===== config.mk =====
export PLATFORM = sky130hd
export DESIGN_NAME = fibonacci_display_monitor
export DESIGN_NICKNAME = d
export VERILOG_FILES = /design/src/rtl/fibonacci_display_monitor.sv
export SDC_FILE = /design/constraint.sdc
export NUM_CORES = 1
export LEC_CHECK = 0
export ABC_AREA = 1
export BUFFER_PORTS_ARGS = -buffer_cell sky130_fd_sc_hd__buf_2
export CAP_MARGIN = 30
export CORE_MARGIN = 3
export CORE_UTILIZATION = 40
export DETAILED_ROUTE_END_ITERATION = 10
export PLACE_DENSITY = 0.58
export RECOVER_POWER = 25
export SKIP_LAST_GASP = 1
export SYNTH_ARGS = -nofsm -noshare
export SYNTH_HDL_FRONTEND = slang
export SYNTH_SLANG_ARGS = --single-unit

===== constraint.sdc =====
create_clock -name clk -period 5.4 [get_ports clk]
set_input_delay 0.27 -clock clk [delete_from_list [all_inputs] [get_ports clk]]
set_output_delay 0.27 -clock clk [all_outputs]
set_load 0.05 [all_outputs]

===== src/rtl/fibonacci_display_monitor.sv =====
// Receive-side monitor for the Fibonacci seven-segment display driver.
// Debounces the three digit buses, decodes frames to a binary value and
// checks that successive values follow the Fibonacci sequence.
module fibonacci_display_monitor #(
  parameter int unsigned STABLE_CYCLES = 4,
  parameter int unsigned CNT_W         = 8
) (
  input  logic             clk,
  input  logic             reset,
  input  logic [6:0]       hex0,
  input  logic [6:0]       hex1,
  input  logic [6:0]       hex2,
  output logic [9:0]       value,
  output logic             value_valid,
  output logic             seq_ok,
  output logic             seq_err,
  output logic             bad_frame,
  output logic             locked,
  output logic [CNT_W-1:0] match_count,
  output logic [CNT_W-1:0] err_count
);

  localparam int unsigned FRAME_W = 21;
  localparam int unsigned STAB_W  = $clog2(STABLE_CYCLES + 1);
  localparam int unsigned VAL_W   = 10;
  localparam int unsigned SUM_W   = 11;

  localparam logic [STAB_W-1:0] STAB_MAX = STAB_W'(STABLE_CYCLES);
  localparam logic [STAB_W-1:0] STAB_ACC = STAB_W'(STABLE_CYCLES - 1);

  localparam logic [3:0] DIG_DASH = 4'hA;
  localparam logic [3:0] DIG_ILL  = 4'hF;

  typedef enum logic [1:0] {
    CLS_NUM,
    CLS_BLANK,
    CLS_BAD
  } frame_cls_t;

  typedef enum logic [1:0] {
    SEEK,
    ONE,
    TRACK
  } chk_state_t;

  // Active-low segment pattern to digit code (DASH / ILLEGAL as escapes).
  function automatic logic [3:0] seg_decode(input logic [6:0] seg);
    logic [3:0] d;
    case (seg)
      7'b1000000: d = 4'd0;
      7'b1111001: d = 4'd1;
      7'b0100100: d = 4'd2;
      7'b0110000: d = 4'd3;
      7'b0011001: d = 4'd4;
      7'b0010010: d = 4'd5;
      7'b0000010: d = 4'd6;
      7'b1111000: d = 4'd7;
      7'b0000000: d = 4'd8;
      7'b0010000: d = 4'd9;
      7'b0111111: d = DIG_DASH;
      default:    d = DIG_ILL;
    endcase
    return d;
  endfunction

  logic [FRAME_W-1:0] frame_in_c;
  logic [FRAME_W-1:0] s_hex;
  logic [STAB_W-1:0]  stab_cnt;
  logic               accept_c;
  logic               acc_valid;
  logic               acc_stb;
  logic [FRAME_W-1:0] acc_frame;

  logic [3:0]         d0_c, d1_c, d2_c;
  frame_cls_t         cls_c;
  logic               dec_stb;
  logic [3:0]         dec_d0, dec_d1, dec_d2;
  frame_cls_t         dec_cls;
  logic               blank_evt;

  chk_state_t         state, state_next;
  logic [VAL_W-1:0]   prev, prev_next;
  logic [VAL_W-1:0]   cur, cur_next;
  logic               locked_next;
  logic               seq_ok_next;
  logic               seq_err_next;
  logic [SUM_W-1:0]   expected_c;

  assign frame_in_c = {hex2, hex1, hex0};

  // New frame only when stable long enough and different from the last accepted one.
  assign accept_c = (frame_in_c == s_hex) && (stab_cnt == STAB_ACC) &&
                    (!acc_valid || (s_hex != acc_frame));

  // Sample register and stability counter.
  always_ff @(posedge clk) begin
    if (reset) begin
      s_hex    <= '1;
      stab_cnt <= '0;
    end else begin
      s_hex <= frame_in_c;
      if (frame_in_c != s_hex) begin
        stab_cnt <= '0;
      end else if (stab_cnt != STAB_MAX) begin
        stab_cnt <= stab_cnt + STAB_W'(1);
      end
    end
  end

  // Accepted frame register; acc_frame doubles as the last accepted pattern.
  always_ff @(posedge clk) begin
    if (reset) begin
      acc_valid <= 1'b0;
      acc_stb   <= 1'b0;
      acc_frame <= '0;
    end else begin
      acc_stb <= accept_c;
      if (accept_c) begin
        acc_valid <= 1'b1;
        acc_frame <= s_hex;
      end
    end
  end

  // Per-digit decode and frame classification.
  always_comb begin
    d0_c  = seg_decode(acc_frame[6:0]);
    d1_c  = seg_decode(acc_frame[13:7]);
    d2_c  = seg_decode(acc_frame[20:14]);
    cls_c = CLS_BAD;
    if ((d0_c < 4'd10) && (d1_c < 4'd10) && (d2_c < 4'd10)) begin
      cls_c = CLS_NUM;
    end else if (((d0_c == DIG_DASH) && (d1_c == DIG_DASH) && (d2_c == DIG_DASH)) ||
                 (acc_frame == '1)) begin
      cls_c = CLS_BLANK;
    end
  end

  // Decode stage register.
  always_ff @(posedge clk) begin
    if (reset) begin
      dec_stb <= 1'b0;
      dec_d0  <= '0;
      dec_d1  <= '0;
      dec_d2  <= '0;
      dec_cls <= CLS_NUM;
    end else begin
      dec_stb <= acc_stb;
      dec_d0  <= d0_c;
      dec_d1  <= d1_c;
      dec_d2  <= d2_c;
      dec_cls <= cls_c;
    end
  end

  // Conversion stage: BCD to binary plus frame-type pulses.
  always_ff @(posedge clk) begin
    if (reset) begin
      value       <= '0;
      value_valid <= 1'b0;
      bad_frame   <= 1'b0;
      blank_evt   <= 1'b0;
    end else begin
      value_valid <= dec_stb && (dec_cls == CLS_NUM);
      bad_frame   <= dec_stb && (dec_cls == CLS_BAD);
      blank_evt   <= dec_stb && (dec_cls == CLS_BLANK);
      if (dec_stb && (dec_cls == CLS_NUM)) begin
        value <= VAL_W'(dec_d2) * VAL_W'(100) + VAL_W'(dec_d1) * VAL_W'(10) + VAL_W'(dec_d0);
      end
    end
  end

  // Fibonacci successor; the repeated 1 never shows, so (0,1) must be followed by 2.
  assign expected_c = ((prev == '0) && (cur == VAL_W'(1))) ? SUM_W'(2)
                                                          : SUM_W'(prev) + SUM_W'(cur);

  // Checker state register and registered outputs.
  always_ff @(posedge clk) begin
    if (reset) begin
      state   <= SEEK;
      prev    <= '0;
      cur     <= '0;
      locked  <= 1'b0;
      seq_ok  <= 1'b0;
      seq_err <= 1'b0;
    end else begin
      state   <= state_next;
      prev    <= prev_next;
      cur     <= cur_next;
      locked  <= locked_next;
      seq_ok  <= seq_ok_next;
      seq_err <= seq_err_next;
    end
  end

  // Checker next-state: breaks on blank/bad frames, checks numbers in TRACK.
  always_comb begin
    state_next   = state;
    prev_next    = prev;
    cur_next     = cur;
    locked_next  = locked;
    seq_ok_next  = 1'b0;
    seq_err_next = 1'b0;
    if (bad_frame || blank_evt) begin
      state_next  = SEEK;
      locked_next = 1'b0;
    end else if (value_valid) begin
      case (state)
        SEEK: begin
          cur_next   = value;
          state_next = ONE;
        end
        ONE: begin
          prev_next  = cur;
          cur_next   = value;
          state_next = TRACK;
        end
        TRACK: begin
          if (SUM_W'(value) == expected_c) begin
            seq_ok_next = 1'b1;
            locked_next = 1'b1;
            prev_next   = cur;
            cur_next    = value;
          end else begin
            seq_err_next = 1'b1;
            locked_next  = 1'b0;
            cur_next     = value;
            state_next   = ONE;
          end
        end
        default: state_next = SEEK;
      endcase
    end
  end

  // Saturating self-test counters.
  always_ff @(posedge clk) begin
    if (reset) begin
      match_count <= '0;
      err_count   <= '0;
    end else begin
      if (seq_ok && (match_count != '1)) begin
        match_count <= match_count + CNT_W'(1);
      end
      if ((seq_err || bad_frame) && (err_count != '1)) begin
        err_count <= err_count + CNT_W'(1);
      end
    end
  end

endmodule


# After elaboration in Yosys (flattened, before gate mapping)
# Cells that the tools add are included.
[classes] add_sub_neg=6 multipliers=2 magnitude_cmp=3 eq_ne=49 mux=11 bitwise=3 n_reduce_logical=33
[op_table] op="4-bit case mux with 11 select lines" n=3
[op_table] op="7-bit by 5-bit equality test with 1-bit output (second input constant)" n=9
[op_table] op="7-bit by 6-bit equality test with 1-bit output (second input constant)" n=9
[op_table] op="7-bit equality test (second input constant)" n=9
[op_table] op="21-bit inequality test" n=2
[op_table] op="21-bit equality test" n=1
[op_table] op="21-bit equality test (second input constant)" n=1
[op_table] op="7-bit by 2-bit equality test with 1-bit output (second input constant)" n=3
[op_table] op="7-bit logical NOT" n=3
[op_table] op="10-bit case mux with 2 select lines" n=1
[op_table] op="8-bit by 1-bit adder with 8-bit output (second input constant)" n=2
[op_table] op="8-bit inequality test (second input constant)" n=2
[op_table] op="4-bit equality test (second input constant)" n=3
[op_table] op="1-bit logical AND" n=12
[op_table] op="4-bit less-than comparator (second input constant)" n=3
[op_table] op="10-bit by 10-bit adder with 11-bit output" n=1
[op_table] op="10-bit by 11-bit equality test with 1-bit output" n=1
[op_table] op="11-bit 2-to-1 mux" n=1
[op_table] op="10-bit by 4-bit adder with 10-bit output" n=1
[op_table] op="10-bit by 8-bit adder with 10-bit output" n=1
[op_table] op="10-bit by 1-bit equality test with 1-bit output (second input constant)" n=1
[op_table] op="10-bit logical NOT" n=1
[op_table] op="10-bit 2-to-1 mux" n=1
[op_table] op="4-bit by 5-bit multiplier with 8-bit output (second input constant)" n=1
[op_table] op="other kinds (21)" n=35
[totals] regBits=116 in_bits=23 out_inout_bits=31 word_cells=129

# Depth between registers and ports, before layout
# Gate-level depths: netlist (run 1).
[depth] depth_word=7 depth_mapped=19 ltp_nobuf=19

# Worst setup path after synthesis (run 1)
# OpenSTA, ideal clock, no wires.
[synth_path] kind="register -> register" start="register dec_d1[3]" end="register value[8]" setup_ns=0.117 t_arrival_ns=2.712 required_time_ns=5.283 path_slack_ns=2.571 path_stages_with_launch=16 path_buffers=0 period_less_slack_ns=2.829 cell_sequence="dfxtp_1 > ha_1 > ha_1 > inv_1 > fa_1 > inv_1 > ha_1 > ha_1 > a21oi_1 > o21ai_0 > a21oi_1 > nor2_1 > o21ai_0 > nand2_1 > o221ai_1 > inv_1"
[synth_via] elab_chain_cells=3
[synth_rtl] element="start: declaration" line="77" source="logic [3:0] dec_d0, dec_d1, dec_d2;"
[synth_rtl] element="start signal: assignment" line="144" source="dec_d1 <= '0;"
[synth_rtl] element="start signal: assignment" line="150" source="dec_d1 <= d1_c;"
[synth_rtl] element="4-bit by 3-bit multiplier with 7-bit output" line="168" source="value <= VAL_W'(dec_d2) * VAL_W'(100) + VAL_W'(dec_d1) * VAL_W'(10) + VAL_W'(dec_d0);"
[synth_rtl] element="10-bit by 8-bit adder with 10-bit output" line="168"
[synth_rtl] element="10-bit by 4-bit adder with 10-bit output" line="168"
[synth_rtl] element="end signal: assignment" line="168"
[synth_rtl] element="end: declaration" line="13" source="output logic [9:0] value,"
# No other way between the ends.
# A chain may end at the register's enable or synchronous reset.

# Worst setup path in the final report (run 1)
[layout_path] start="input reset" end="register locked"
[layout_via] elab_chain_cells=1
[layout_rtl] element="start: declaration" line="9" source="input logic reset,"
[layout_rtl] element="2-bit OR reduction (no line)"
[layout_rtl] element="end signal: assignment" line="190" source="locked <= locked_next;"
[layout_rtl] element="end: declaration" line="18" source="output logic locked,"
# No other way between the ends.

==> results.sh, run 1 <==
export IMPL_layoutNonFillerInstCount=1323
export IMPL_post_route_drc_count=0
export IMPL_yosysSeqAreaShare=0.3317
export IMPL_leakage_nw=3.697
export IMPL_htreeDepth=4
export IMPL_crit_path_end_kind="register"
export IMPL_dp_hpwl_mm=13.01
export IMPL_via_count=6499
export IMPL_synth_nets=1114
export IMPL_rsz0062_at_grt="false"
export IMPL_timing_final_crit_share=0.6220
export IMPL_dp_cells=1291
export IMPL_grt_max_degree=40
export IMPL_ant_nets=0
export IMPL_diodes=0
export IMPL_drt_pass1_iterations=5
export IMPL_routedWlPerCell_um=13.02
export IMPL_crit_required_ps=5710
export IMPL_final_common_cell="nand2_1"
export IMPL_fin_skew_ps=11.37
export IMPL_critPathArrivalTime_ps=3670
export IMPL_yosysWarningCount=0
export IMPL_gp_routability_congestion=0.8698
export IMPL_worst_pin_slew_ps=1788
export IMPL_vdd_ir_drop_max_uv=212.0
export IMPL_die_x_um=138.3
export IMPL_grt_pass1_vias=6261
export IMPL_synthFlopType="dfxtp_1"
export IMPL_fp_dieH_um=138.3
export IMPL_cts_tree="done"
export IMPL_vias_per_cell=4.912
export IMPL_layout_drive_gt1_share=0.09701
export IMPL_crit_fanout=39
export IMPL_timing_final_crit_period_ps=3359
export IMPL_grt_usage=0.1836
export IMPL_grt_pass1_wl_mm=29.41
export IMPL_ios=54
export IMPL_final_util=0.4741
export IMPL_finalWirelength_mm=17.23
export IMPL_area_growth_pct=14.30
export IMPL_ys_ff_latch=116
export IMPL_cap_violations=1
export IMPL_fill_cells=1771
export IMPL_holdBufCountCts=0
export IMPL_cts_made_buffers=17
export IMPL_timing_hold_ws_ps=54.04
export IMPL_antenna_found_initial=0
export IMPL_path_class="in -> reg"
export IMPL_fin_nets=1161
export IMPL_grt_util_met2=0.2921
export IMPL_async_flop_share=0
export IMPL_cellPowerDensity_nw_per_um2=262.6
export IMPL_clk_path_buf_depth=2
export IMPL_report_final_slew_viol_count=35
export IMPL_met3_usage=0.03833
export IMPL_hold_viol=0
export IMPL_die_area_um2=19120
export IMPL_clkLatencyLatePin_ps=420
export IMPL_syn_area_per_cell_um2=6.712
export IMPL_num_rows=47
export IMPL_cts_setup_buffers=0
export IMPL_cts_sinks=116
export IMPL_violations="max-capacitance violations, max-slew violations"
export IMPL_grtUsageMet1=0.2452
export IMPL_portBuffers=53
export IMPL_outcome="complete, but fails checks"
export IMPL_setup_viol=0
export IMPL_syn_inst=1043
export IMPL_drt_iter0_drc=300
export IMPL_maxSlewHeadroom=-0.1917
export IMPL_start_util=0.4148
export IMPL_grt_overflow=0
export IMPL_hold_path_class="in -> reg"
export IMPL_mostFrequentLayoutCells="nand2_1 (197), inv_1 (164), nor2_1 (162), dfxtp_1 (116), a21oi_1 (62)"
export IMPL_syn_area_um2=7000
export IMPL_setup_tns_ps=0
export IMPL_max_freq_mhz=297.7
export IMPL_top_usage_layer="met2"
export IMPL_cts_clk_slew_worst_paths_ps=60
export IMPL_cts_root_buffer="clkbuf_16"
export IMPL_start_kind="input pin"
export IMPL_synth_edf_count=0
export IMPL_synth_distinct_cells=46
export IMPL_core_area_um2=16880
export IMPL_cts_resized=0
[worst paths after layout]
check | from | endpoint | slack (ps) | cells past startpoint
worst max-delay path | reset | locked$_SDFFE_PP0P_ | 2040 | 8
worst max register to register | dec_d1[3]$_SDFF_PP0_ | value[8]$_SDFFE_PP0P_ | 2360 | 15
worst min register to register | acc_stb$_SDFF_PP0_ | dec_stb$_SDFF_PP0_ | 410 | 2
worst min-delay path | hex0[6] | s_hex[6]$_SDFF_PP1_ | 50 | 3
[where the power goes]
group	switching, mW	internal, mW
combinational	0.0488	0.0313
clock	0.414	0.730
sequential	0.0107	0.866
[worst max-delay path, cell delays in order]
cell and delay (ps):
buf_2 70, clkbuf_1 1270, inv_1 1080, buf_4 550, nand2_1 140, inv_1 80, nand3_1 110, nand2_1 50
[layer usage]
layer  wire length, um  vias to the layer above
met3               758                       32
met2              7526                      131
li1                  -                     3456
met1              8568                     2880
met5                 0                        -
met4               372                        0
[Yosys cell counts (all sizes together), types with 17 or more instances]
cell type	n	area, um^2
nor3	18	90.09
ha	42	525.5
dfxtp	116	2322
nand3	63	330.3
nand2	199	752.0
o21ai	61	309.0
nor4	17	127.6
nand4	29	187.7
nor2	167	639.4
inv	169	634.4
a21oi	62	310.3
clkbuf	17	67.57
[logic make-up (layout without fill, tap and decap cells)]
logic type               after synthesis  after routing  synth area share
AO/OA/AOI/OAI                        138            138            0.1055
XOR/XNOR                              23             23           0.02878
adder cells (fa/ha/maj)               48             48           0.09223
buffers and inverters                198            258            0.1124
flip-flops                           116            116            0.3317
AND/OR/NAND/NOR                      520            520            0.3294
[metrics by stage]
| stage | setup slack (ps) | instance area (um^2) | power, mW |
|---|---|---|---|
| 2_1_floorplan | 2571 | 7000 | 0.9470 |
| 3_3_place_gp | 2451 | 7415 | 0.9746 |
| 3_5_place_dp | 2382 | 7415 | 0.9750 |
| 4_1_cts | 2332 | 8020 | 2.124 |
| 5_1_grt | 1657 | 8001 | 2.172 |
| 6_report | 2041 | 8001 | 2.101 |
[state kept, by name, summed over array words and instances, names as in the netlist, 4 cells and up]
| signal | count |
|---|---|
| acc_frame | 21 |
| cur | 10 |
| dec_d0 | 4 |
| dec_d1 | 4 |
| dec_d2 | 4 |
| err_count | 8 |
| match_count | 8 |
| prev | 10 |
| s_hex | 21 |
| value | 10 |
[area by class of cell]
type	instances	area, um^2	share of cell area
Sequential cell	116	2322	0.2902
Inverter	170	638.1	0.07975
Timing Repair Buffer	56	269.0	0.03362
Tap cell	220	275.3	0.03440
Clock inverter	10	121.4	0.01517
Multi-Input combinational cell	729	3891	0.4863
Clock buffer	22	484.2	0.06052
Power figures use the tool's default switching activity.
==> run 2: changes to the inputs <==
- clock period: 5.4 -> 3.35 ns (I/O delays scaled with it)
==> run 2 against run 1 <==
Against the previous run: the run now ends clean; first-iteration DRC count increased by 21%; worst hold slack improved by 86 ps; power increased by 57%; sequential cell count unchanged; clock power increased by 52%; utilization increased by 1.1 points; sequential share of layout area decreased by 0.64 points.
==> results.sh, run 2 (synthesized netlist as in run 1, its figures left out) <==
export IMPL_cts_setup_buffers=0
export IMPL_report_final_slew_viol_count=0
export IMPL_clk_path_buf_depth=2
export IMPL_r2r_slack_ps=330
export IMPL_cts_sinks=116
export IMPL_cts_root_buffer="clkbuf_16"
export IMPL_die_area_um2=19120
export IMPL_antenna_found_initial=0
export IMPL_area_growth_pct=16.87
export IMPL_grt_usage=0.1830
export IMPL_clkLatencyLatePin_ps=410
export IMPL_via_count=6525
export IMPL_cts_tree="done"
export IMPL_layout_drive_gt1_share=0.08075
export IMPL_cts_clk_slew_worst_paths_ps=50
export IMPL_mostFrequentLayoutCells="nand2_1 (197), inv_1 (163), nor2_1 (162), dfxtp_1 (116), a21oi_1 (62)"
export IMPL_outcome="finished, final reports clean"
export IMPL_fp_dieH_um=138.3
export IMPL_hold_viol=0
export IMPL_reg_top3="acc_frame: 21 flops, s_hex: 21 flops"
export IMPL_final_common_cell="nand2_1"
export IMPL_drt_iter0_drc=362
export IMPL_leakage_nw=3.752
export IMPL_worst_pin_slew_ps=636.8
export IMPL_vias_per_cell=4.844
export IMPL_ios=54
export IMPL_grt_pass1_vias=6085
export IMPL_path_class="reg -> reg"
export IMPL_cts_resized=0
export IMPL_die_x_um=138.3
export IMPL_critPathArrivalTime_ps=3320
export IMPL_vdd_ir_drop_max_uv=365.0
export IMPL_fin_area_um2=8182
export IMPL_holdPathStages=4
export IMPL_num_rows=47
export IMPL_fill_cells=1726
export IMPL_rsz0062_at_grt="false"
export IMPL_cellPowerDensity_nw_per_um2=402.4
export IMPL_diodes=0
export IMPL_drt_pass1_iterations=4
export IMPL_r2r_cells=15
export IMPL_timing_hold_ws_ps=140.2
export IMPL_ant_nets=0
export IMPL_max_freq_mhz=331.4
export IMPL_placed_cell_area_um2=7450
export IMPL_setup_viol=0
export IMPL_timing_final_crit_period_ps=3017
export IMPL_crit_fanout=4
export IMPL_start_kind="register"
export IMPL_crit_required_ps=3650
export IMPL_start_util=0.4148
export IMPL_finalWirelength_mm=17.10
export IMPL_timing_final_crit_share=0.9006
export IMPL_crit_path_end_kind="register"
export IMPL_core_area_um2=16880
export IMPL_routedWlPerCell_um=12.70
export IMPL_crit_end="value[8]$_SDFFE_PP0P_"
export IMPL_cts_made_buffers=17
export IMPL_dp_hpwl_mm=12.91
export IMPL_seq_area_um2=2322
export IMPL_fin_nets=1185
export IMPL_cap_violations=0
export IMPL_fin_skew_ps=9.044
export IMPL_post_route_drc_count=0
export IMPL_grt_pass1_wl_mm=29.19
export IMPL_multi_input_area_um2=3891
export IMPL_r2r_end="value[8]$_SDFFE_PP0P_"
export IMPL_setup_tns_ps=0
export IMPL_crit_start="dec_d1[3]$_SDFF_PP0_"
export IMPL_hold_path_class="in -> reg"
export IMPL_grt_overflow=0
export IMPL_portBuffers=53
export IMPL_power_mw=3.293
export IMPL_maxSlewHeadroom=0.5773
export IMPL_grt_max_degree=40
export IMPL_htreeDepth=4
export IMPL_gp_routability_congestion=0.8709
export IMPL_r2r_start="dec_d1[3]$_SDFF_PP0_"
-- run 2: changes by cell type in the layout (fill, tap and decap cells not counted), sizes merged --
cell	previous run	this run
buf	43	29
clkinv	3	9
inv	171	169
dlygate4sd3	0	21
clkbuf	35	52
clkinvlp	4	0
-- run 2: critical path, cell delays in order (launching register included) --
cell and delay, ps:
dfxtp_1 340, ha_1 290, ha_1 160, inv_1 60, fa_1 480, inv_1 40, ha_1 270, ha_1 350
a21oi_1 140, o21ai_0 140, a21oi_1 160, nor2_1 60, o21ai_0 140, nand2_1 60, o221ai_1 160, inv_1 60
-- run 2: worst min path at each step --
stage                     startpoint                         end  slack, ps
after floorplan              hex1[5]        s_hex[12]$_SDFF_PP1_        270
after global placement       hex0[2]         s_hex[2]$_SDFF_PP1_        370
after detailed placement     hex0[6]         s_hex[6]$_SDFF_PP1_        380
after CTS                      reset  acc_frame[10]$_SDFFE_PP0P_        120
after global routing           reset  acc_frame[10]$_SDFFE_PP0P_        160
final                          reset   acc_frame[5]$_SDFFE_PP0P_        140
-- run 2: power by group --
part,switching [mW],internal [mW]
Clock,0.625,1.11
Sequential,0.0168,1.40
Combinational,0.0819,0.0656
-- run 2: what timing repair did --
item | in CTS | in global routing
setup endpoints to repair | 0 | 0
hold endpoints to repair | 21 | 0
hold buffers | 21 | 0
-- run 2: final cells by class --
class                      count  share of cell area
inverter                     170             0.07799
multi-input combinational    729              0.4756
tap                          220             0.03364
clock inverter                10             0.01315
timing repair buffer          80             0.06025
sequential                   116              0.2838
clock buffer                  22             0.05551
-- run 2: metrics by stage --
stage,util,setup WS [ps],std cells
CTS,0.4871,338.1,1347
finish,0.4848,332.9,1347
global placement,0.4414,431.3,1294
global route,0.4848,93.01,1347
detailed placement,0.4414,343.3,1294
floorplan,-,521.2,1043
-- run 2: layer usage --
metal,wire [um],track usage
met1,8552,0.2403
met2,7406,0.2924
met3,673,0.03764
met4,469,0.07904
met5,0,0
